**config.mk**
```make
export PLATFORM = sky130hd
export DESIGN_NAME = seg7_multi_disp
export DESIGN_NICKNAME = d
export VERILOG_FILES = /design/src/rtl/seg7_multi_disp.sv
export SDC_FILE = /design/constraint.sdc
export NUM_CORES = 1
export LEC_CHECK = 0
export BUFFER_PORTS_ARGS = -buffer_cell sky130_fd_sc_hd__buf_2
export CAP_MARGIN = 10
export CORE_MARGIN = 5
export CORE_UTILIZATION = 25
export CTS_BUF_LIST = sky130_fd_sc_hd__clkbuf_4
export CTS_CLUSTER_DIAMETER = 50
export DETAILED_ROUTE_END_ITERATION = 16
export PLACE_DENSITY_LB_ADDON = 0.3
export SKIP_CTS_REPAIR_TIMING = 1
export SYNTH_ARGS = -nofsm -noshare
export SYNTH_HDL_FRONTEND = slang
export SYNTH_SLANG_ARGS = --single-unit
```
**constraint.sdc**
```tcl
create_clock -name CLK -period 3.2 [get_ports CLK]
set_input_delay 0.16 -clock CLK [delete_from_list [all_inputs] [get_ports CLK]]
set_output_delay 0.16 -clock CLK [all_outputs]
set_load 0.005 [all_outputs]
```
**src/rtl/seg7_multi_disp.sv**
```systemverilog
// Registered NDIGIT seven-segment controller for the factorization game, with a
// staged question reveal and a blinking result glyph. Optional macro: SEG7_LZB_EN.
module seg7_multi_disp #(
    parameter int NDIGIT     = 4,
    parameter int REVEAL_DIV = 12_500_000,
    parameter int BLINK_DIV  = 25_000_000
) (
    input  logic                  CLK,
    input  logic                  RST,
    input  logic [3:0]            STATE,
    input  logic [4*NDIGIT-1:0]   QUE,
    input  logic [4*NDIGIT-1:0]   DIN,
    output logic [7*NDIGIT-1:0]   nHEX,
    output logic                  BUSY
);
    localparam int RW  = $clog2(NDIGIT + 1);
    localparam int RW1 = RW + 1;
    localparam int RTW = (REVEAL_DIV > 1) ? $clog2(REVEAL_DIV) : 1;
    localparam int BTW = (BLINK_DIV > 1) ? $clog2(BLINK_DIV) : 1;

    localparam logic [3:0] ST_READY    = 4'b0010;
    localparam logic [3:0] ST_QUESTION = 4'b0011;
    localparam logic [3:0] ST_INPUT    = 4'b0100;
    localparam logic [3:0] ST_DRAW     = 4'b0110;
    localparam logic [3:0] ST_WRONG    = 4'b0111;
    localparam logic [3:0] ST_GOOD     = 4'b1000;
    localparam logic [3:0] ST_OUCH     = 4'b1001;
    localparam logic [3:0] ST_WIN      = 4'b1010;
    localparam logic [3:0] ST_LOSE     = 4'b1011;

    localparam logic [6:0] G_Y     = 7'b0010001;
    localparam logic [6:0] G_D     = 7'b0100001;
    localparam logic [6:0] G_L     = 7'b1000111;
    localparam logic [6:0] G_H     = 7'b0001001;
    localparam logic [6:0] G_E     = 7'b0000110;
    localparam logic [6:0] G_T     = 7'b0000111;
    localparam logic [6:0] G_DASH  = 7'b0111111;
    localparam logic [6:0] G_BLANK = 7'b1111111;

    function automatic logic [6:0] dec_glyph(input logic [3:0] v);
        case (v)
            4'd0:    dec_glyph = 7'b1000000;
            4'd1:    dec_glyph = 7'b1111001;
            4'd2:    dec_glyph = 7'b0100100;
            4'd3:    dec_glyph = 7'b0110000;
            4'd4:    dec_glyph = 7'b0011001;
            4'd5:    dec_glyph = 7'b0010010;
            4'd6:    dec_glyph = 7'b0000010;
            4'd7:    dec_glyph = 7'b1011000;
            4'd8:    dec_glyph = 7'b0000000;
            4'd9:    dec_glyph = 7'b0010000;
            default: dec_glyph = G_BLANK;
        endcase
    endfunction

    // Key codes map onto the digits printed on the game keypad.
    function automatic logic [6:0] key_glyph(input logic [3:0] k);
        case (k)
            4'd0:    key_glyph = G_DASH;
            4'd1:    key_glyph = dec_glyph(4'd2);
            4'd2:    key_glyph = dec_glyph(4'd3);
            4'd3:    key_glyph = dec_glyph(4'd5);
            4'd4:    key_glyph = dec_glyph(4'd7);
            4'd5:    key_glyph = dec_glyph(4'd1);
            4'd6:    key_glyph = dec_glyph(4'd3);
            4'd7:    key_glyph = dec_glyph(4'd7);
            4'd8:    key_glyph = dec_glyph(4'd9);
            4'd9:    key_glyph = dec_glyph(4'd3);
            default: key_glyph = G_BLANK;
        endcase
    endfunction

    function automatic logic is_result(input logic [3:0] st);
        is_result = (st == ST_GOOD) || (st == ST_WRONG) || (st == ST_OUCH) ||
                    (st == ST_DRAW) || (st == ST_WIN)   || (st == ST_LOSE);
    endfunction

    function automatic logic [6:0] digit_seg(
        input logic [3:0] st,
        input logic       is_lsd,
        input logic [3:0] q,
        input logic [3:0] d,
        input logic       vis,
        input logic       lzb,
        input logic       ph
    );
        digit_seg = G_BLANK;
        case (st)
            ST_READY:    digit_seg = G_Y;
            ST_QUESTION: if (vis && !lzb) digit_seg = dec_glyph(q);
            ST_INPUT:    digit_seg = key_glyph(d);
            ST_GOOD:     if (is_lsd && ph) digit_seg = G_D;
            ST_WRONG:    if (is_lsd && ph) digit_seg = G_L;
            ST_OUCH:     if (is_lsd && ph) digit_seg = G_H;
            ST_DRAW:     if (is_lsd && ph) digit_seg = G_E;
            ST_WIN:      if (is_lsd && ph) digit_seg = G_T;
            ST_LOSE:     if (is_lsd && ph) digit_seg = G_E;
            default:     digit_seg = G_BLANK;
        endcase
    endfunction

    logic [3:0]          prev_state_reg;
    logic [4*NDIGIT-1:0] que_reg;
    logic [4*NDIGIT-1:0] din_reg;
    logic [RW-1:0]       rev_reg;
    logic [RTW-1:0]      rev_timer_reg;
    logic                phase_reg;
    logic [BTW-1:0]      blink_timer_reg;
    logic [7*NDIGIT-1:0] nhex_reg;
    logic                busy_reg;

    logic                entry;
    logic [NDIGIT-1:0]   visible;
    logic [NDIGIT-1:0]   lz_blank;
    logic [7*NDIGIT-1:0] nhex_next;
    logic                busy_next;

    // prev_state_reg doubles as the input stage, so decode and counters stay aligned.
    assign entry     = (STATE != prev_state_reg);
    assign busy_next = (prev_state_reg == ST_QUESTION) && (rev_reg < RW'(NDIGIT));

    generate
        for (genvar gi = 0; gi < NDIGIT; gi++) begin : g_digit
            assign visible[gi] = ({1'b0, rev_reg} >= RW1'(NDIGIT - gi));
`ifdef SEG7_LZB_EN
            if (gi == 0) begin : g_lsd
                assign lz_blank[gi] = 1'b0;
            end else if (gi == NDIGIT - 1) begin : g_msd
                assign lz_blank[gi] = (que_reg[4*gi +: 4] == 4'd0);
            end else begin : g_mid
                assign lz_blank[gi] = (que_reg[4*gi +: 4] == 4'd0) &&
                                      (que_reg[4*NDIGIT-1 : 4*(gi+1)] == '0);
            end
`else
            assign lz_blank[gi] = 1'b0;
`endif
            assign nhex_next[7*gi +: 7] = digit_seg(prev_state_reg, (gi == 0),
                                                    que_reg[4*gi +: 4], din_reg[4*gi +: 4],
                                                    visible[gi], lz_blank[gi], phase_reg);
        end
    endgenerate

    always_ff @(posedge CLK or posedge RST) begin
        if (RST) begin
            prev_state_reg  <= 4'b0000;
            que_reg         <= '0;
            din_reg         <= '0;
            rev_reg         <= '0;
            rev_timer_reg   <= '0;
            phase_reg       <= 1'b1;
            blink_timer_reg <= '0;
            nhex_reg        <= '1;
            busy_reg        <= 1'b0;
        end else begin
            prev_state_reg <= STATE;
            que_reg        <= QUE;
            din_reg        <= DIN;
            nhex_reg       <= nhex_next;
            busy_reg       <= busy_next;

            if (STATE == ST_QUESTION) begin
                if (entry) begin
                    rev_reg       <= RW'(1);
                    rev_timer_reg <= '0;
                end else if (rev_reg < RW'(NDIGIT)) begin
                    if (rev_timer_reg == RTW'(REVEAL_DIV - 1)) begin
                        rev_timer_reg <= '0;
                        rev_reg       <= rev_reg + RW'(1);
                    end else begin
                        rev_timer_reg <= rev_timer_reg + RTW'(1);
                    end
                end
            end else begin
                rev_reg       <= '0;
                rev_timer_reg <= '0;
            end

            if (is_result(STATE)) begin
                if (entry) begin
                    phase_reg       <= 1'b1;
                    blink_timer_reg <= '0;
                end else if (blink_timer_reg == BTW'(BLINK_DIV - 1)) begin
                    blink_timer_reg <= '0;
                    phase_reg       <= ~phase_reg;
                end else begin
                    blink_timer_reg <= blink_timer_reg + BTW'(1);
                end
            end else begin
                phase_reg       <= 1'b1;
                blink_timer_reg <= '0;
            end
        end
    end

    assign nHEX = nhex_reg;
    assign BUSY = busy_reg;
endmodule

```
Word-level counts from Yosys, hierarchy flattened
Memory sizes are Yosys's and may differ from the RTL's.
Cells that the tools add are included.
{"block": "totals", "inputBits": 38, "register_bits": 118, "memories": 8, "wordCells": 83, "latchBits": 0, "ramBits": 0, "romBits": 896, "output_inout_bits": 29}
{"block": "classes", "muxes": 27, "n_div": 0, "order_cmp": 5, "n_eq_ne": 22, "shift": 0, "reduce_logical": 8, "bitwise": 1, "add_sub_neg": 3, "mul": 0}
{"name": "(no name shown)", "depth": 16, "word_bits": 7, "rd": 1, "rd_ports_with_merged_regs": 0, "write_ports": 0, "line": "41", "text": "case (v)"}
{"name": "(no name shown)", "depth": 16, "word_bits": 7, "rd": 1, "rd_ports_with_merged_regs": 0, "write_ports": 0, "line": "58", "text": "case (k)"}
{"name": "(no name shown)", "depth": 16, "word_bits": 7, "rd": 1, "rd_ports_with_merged_regs": 0, "write_ports": 0, "line": "41"}
{"name": "(no name shown)", "depth": 16, "word_bits": 7, "rd": 1, "rd_ports_with_merged_regs": 0, "write_ports": 0, "line": "58"}
{"name": "(no name shown)", "depth": 16, "word_bits": 7, "rd": 1, "rd_ports_with_merged_regs": 0, "write_ports": 0, "line": "41"}
{"name": "(no name shown)", "depth": 16, "word_bits": 7, "rd": 1, "rd_ports_with_merged_regs": 0, "write_ports": 0, "line": "58"}
{"name": "2 more memories"}
{"op": "$mux 24", "count": 4}
{"op": "$mux 25", "count": 3}
{"op": "$pmux 7 s3", "count": 3}
{"op": "$mux 7", "count": 8}
{"op": "$pmux 7 s8", "count": 1}
{"op": "$eq 4x4->1 const B", "count": 8}
{"op": "$add 25x1->25 const B", "count": 1}
{"op": "$eq 25x25->1 const B", "count": 1}
{"op": "$add 24x1->24 const B", "count": 1}
{"op": "$eq 24x24->1 const B", "count": 1}
{"op": "$eq 4x3->1 const B", "count": 5}
{"op": "$eq 4x2->1 const B", "count": 3}
{"op": "$mux 3", "count": 4}
{"op": "$ge 3x2->1 const B", "count": 2}
{"op": "$mux 6", "count": 1}
{"op": "$ne 3x2->1 const B", "count": 2}
{"op": "$logic_or 1x1->1", "count": 5}
{"op": "$ne 4x4->1", "count": 1}
{"op": "$add 3x1->3 const B", "count": 1}
{"op": "$ge 3x1->1 const B", "count": 1}
{"op": "$ge 3x3->1 const B", "count": 1}
{"op": "$lt 3x3->1 const B", "count": 1}
{"op": "$mux 1", "count": 3}
{"op": "$ne 3x3->1 const B", "count": 1}
{"op": "4 further kinds", "count": 4}

Longest topological paths before layout
{"block": "logic_depth", "ltp_word": 7, "mapped_depth": 7, "depth_no_buf": 6}

Worst setup path after synthesis
No wires, ideal clock.
{"block": "synth_timing", "kind": "register -> register", "startpoint": "register blink_timer_reg[0]", "endpoint": "register blink_timer_reg[2]", "synth_period_minus_slack_ns": 1.984, "required_ns": 3.061, "setup_slack_ns": 1.216, "arrival_ns": 1.845, "path_stages_with_launch": 7, "path_buffers": 1, "path_cell_list": "dfrtp_1 ha_1 and4_1 nand2_1 nor3_1 clkbuf_1 nor3_1"}
{"block": "synth_between", "elab_chain_cells": 4, "elab_cells_between_ends": 5, "cone_classes": "add/sub (1); eq/ne (1); mux (3)"}
{"element": "start: declaration", "line": "108", "text": "logic [BTW-1:0] blink_timer_reg;"}
{"element": "start signal: assignment", "line": "186", "text": "blink_timer_reg <= blink_timer_reg + BTW'(1);"}
{"element": "$add 25x1->25 or $eq 25x25->1 (tied branches)", "line": "186, 182"}
{"element": "$mux 25 (*)", "line": "182", "text": "end else if (blink_timer_reg == BTW'(BLINK_DIV - 1)) begin"}
{"element": "$mux 25 (*)", "line": "179", "text": "if (entry) begin"}
{"element": "$mux 25 (*)", "line": "178", "text": "if (is_result(STATE)) begin"}
Every way passes the cells marked *; elsewhere a longest branch is shown, timed or not.
A chain may end at the register's enable or synchronous reset.

Final worst setup path
{"block": "layout_timing", "startpoint": "register blink_timer_reg[0]", "endpoint": "register blink_timer_reg[14]"}
The elaborated chain is that of the path after synthesis.

==> key figures <==
Status
  • Status: finished, final reports clean

Cells and area
  • Fill count: 2,727
  • Layout area overhead: 20.0%
  • Largest register FFs: 28
  • Share of layout cells above drive strength 1: 19.5%
  • Final core utilization: 30.2%
  • # nets final: 871

Setup path
  • CP Capture Type: flop
  • Delay-heaviest family, CP: simple AND/OR/NAND/NOR gates
  • Max Fanout on Critical Path: 17
  • Critical path arrival: 2.59 ns
  • Setup crit start kind: flop
  • CP bufs+invs: 1
  • CP max-delay cell: nor3_2
  • Crit Path Class: reg -> reg
  • Worst path cell trace: ha_1, and4_1, nand2_1, nor3_2, buf_4, nor3_1
  • Critical path data required time: 3.57 ns
  • Slowest stage delay, CP: 0.53 ns

Floorplanning
  • Die area: 30,200 sq um
  • Core ar.: 26,700 sq um
  • FP Rows: 60
  • I/O pin cnt: 67
  • Starting Density: 25.2%
  • Die Ht: 174 microns
  • Die W: 174 microns

Drt
  • DR DRC count: 0
  • Antenna-violating nets left: 0
  • Wirelength, routed: 16.6 mm
  • Avg WL per Cell: 14.5 microns
  • Post-DR vias/cell: 4.75
  • DR iter-0 viols: 317
  • Drt pass-1 iters: 6
  • Via count: 5,449

Synth
  • Sequential share of the synthesized area: 44.6%
  • Distinct cells, synth: 61
  • Post-synth ARST share: 100%
  • FF+latch count, synth: 118
  • Post-Syn Nets: 786
  • EDFF count, synth: 0
  • Mapped cell area: 6700 sq um
  • Syn Area/Cell: 9.50 sq um
  • Top FF cell, synth: dfrtp_1
  • Warnings, synthesis: 0
  • Syn Inst Count: 706

STA
  • Setup TNS: 0 ns
  • Slew @ Worst Pin: 0.924 ns
  • Setup violations, final: 0
  • Max Slew Vio Count: 0
  • Clk_skew: 0.0146 ns
  • Slew Limit Headroom: 38.4%
  • RSZ-0062 raised after global routing: no
  • Final Cycle Share: 69.2%
  • Final Critical Period: 2.21 ns
  • Maximum operating frequency: 451 MHz
  • Hold Violations, Final: 0

CTS
  • CTS tree: yes
  • Clk Latency, worst-skew pair: 0.53 ns
  • Root buf cell: clkbuf_4
  • CTS clk-pin slew, worst paths: 0.12 ns
  • Clk buf depth: 2
  • H-tree depth: 4
  • Num CTS Buffers: 17
  • Clock Sinks: 118

Power and ir drop
  • IR drop worst, VDD: 0.000233 V
  • Power Dens Cells: 381 nW/um^2
  • Leakage: 0.00317 uW

Place
  • I/O Buffers: 66
  • HPWL after DPL: 11.7 mm
  • RD Place Congestion: 0.744

Global routing
  • Antenna violations before repair: 2
  • Pin count of the biggest net entering global routing: 74
  • GRT Util Overall: 11.0%
  • Number of global-route vias before repair: 5,290
  • First-pass GRT wire length: 27.2 mm
  • GRT overflow: 0

Min path
  • Worst hold path class: in -> async

Job
  • Max Cap Viol: 0
==> stage by stage <==
step	total power [uW]	instances	hold WS, ns	setup slack, ns	instance area [sq um]
3_5_place_dp	1900	1076	0.244	0.979	7370
4_1_cts	3080	1108	-0.377	0.941	7670
6_report	3060	1147	0.208	0.985	8040
5_1_grt	3240	1147	0.196	0.793	8040
3_3_place_gp	1900	1076	0.245	1.06	7370
2_1_floorplan	1800	706	0.191	1.22	6710
==> synthesized netlist by cell type, types with 4 or more instances <==
cell type | count | area, sq um
dfrtp_1 | 89 | 2230
a21oi_1 | 49 | 245
ha_1 | 42 | 526
nand2_1 | 42 | 158
clkbuf_1 | 41 | 154
o21ai_0 | 38 | 190
nor2_1 | 36 | 135
inv_1 | 33 | 124
nor3_1 | 32 | 160
dfstp_2 | 29 | 762
nand3_1 | 24 | 120
or3_1 | 19 | 119
nand2b_1 | 16 | 100
a211oi_1 | 15 | 113
nand4_1 | 15 | 93.8
o31ai_1 | 15 | 113
o22ai_1 | 14 | 87.6
xnor2_1 | 14 | 123
nor2b_1 | 13 | 81.3
or4_1 | 13 | 97.6
xor2_1 | 13 | 114
o211ai_1 | 9 | 67.6
and4_1 | 7 | 61.3
o21bai_1 | 6 | 45.0
a31oi_1 | 5 | 31.3
mux2i_1 | 5 | 50.1
o32ai_1 | 5 | 43.8
a22oi_1 | 4 | 30.0
and2_1 | 4 | 25.0
and3_1 | 4 | 25.0
nor4_1 | 4 | 25.0
==> worst min-delay path: stages <==
cell           delay [ns]
dlygate4sd3_1        0.53
buf_2                0.13
clkinvlp_4           0.37
==> cells by family (layout without fill, tap and decap cells) <==
group / Yosys count / in the layout / synth area share [%]
fa+ha+maj: 42 / 42 / 7.84
compound gates: 181 / 181 / 17.3
mux: 8 / 8 / 1.25
other cells: 0 / 2 / 0
simple gates: 252 / 252 / 21.0
buf+inv: 78 / 176 / 4.52
xor+xnor: 27 / 27 / 3.53
flops: 118 / 118 / 44.6
==> area by class of cell <==
type                    count  area [sq um]  area share (%)
clock inverters            13           156            1.94
repair buffers            111           773            9.61
clock buffers              19           143            1.77
multi-input cells         510          3420            42.5
flip-flops and latches    118          2990            37.2
inverters                  33           128            1.59
well taps                 341           427            5.30
diodes                      2          5.00          0.0622
==> final timing paths <==
| check | from | end | slack (ns) | depth (start not counted) |
|---|---|---|---|---|
| setup / recovery | blink_timer_reg[0]$_DFF_PP0_ | blink_timer_reg[14]$_DFF_PP0_ | 0.99 | 6 |
| hold / removal | RST | que_reg[1]$_DFF_PP0_ | 0.21 | 3 |
| setup reg to reg | blink_timer_reg[0]$_DFF_PP0_ | blink_timer_reg[14]$_DFF_PP0_ | 0.99 | 6 |
| hold reg to reg | blink_timer_reg[0]$_DFF_PP0_ | blink_timer_reg[0]$_DFF_PP0_ | 0.50 | 1 |
| max in group asynchronous | RST | nHEX[16]$_DFF_PP1_ | 2.19 | 4 |
| min in group CLK | QUE[12] | que_reg[12]$_DFF_PP0_ | 0.26 | 2 |
==> placed cells by master, fill, tap and decap left out, types with 5 or more instances in the layout <==
| master | n |
|---|---|
| xor2_1 | 13 |
| ha_1 | 42 |
| xnor2_1 | 14 |
| dlygate4sd3_1 | 37 |
| and4_1 | 7 |
| or3_1 | 19 |
| o32ai_1 | 5 |
| a211oi_1 | 15 |
| a21oi_1 | 49 |
| clkbuf_4 | 19 |
| buf_2 | 66 |
| nand4_1 | 15 |
| inv_1 | 32 |
| nand2_1 | 42 |
| nor2_1 | 36 |
| dfrtp_1 | 89 |
| nand2b_1 | 16 |
| nand3_1 | 24 |
| a31oi_1 | 5 |
| mux2i_1 | 5 |
| nor3_1 | 30 |
| o21ai_0 | 38 |
| clkinvlp_4 | 5 |
| or4_1 | 13 |
| o21bai_1 | 6 |
| buf_4 | 7 |
| o31ai_1 | 15 |
| nor2b_1 | 13 |
| o211ai_1 | 9 |
| o22ai_1 | 14 |
| dfstp_2 | 29 |
==> routing by layer <==
metal / routed length (microns) / global-route usage, % / vias up
met4: 153 / 2.97 / 0
met1: 8180 / 14.7 / 2611
met2: 7630 / 17.2 / 81
met5: 0 / 0 / -
met3: 661 / 3.47 / 12
li1: - / - / 2745
==> report_power, final <==
part	internal (uW)	switching [uW]	total [uW]
combinational	143	152	295
sequential	1550	61.7	1610
clock	555	602	1160
Note: power is estimated with default switching activity, not from simulation.
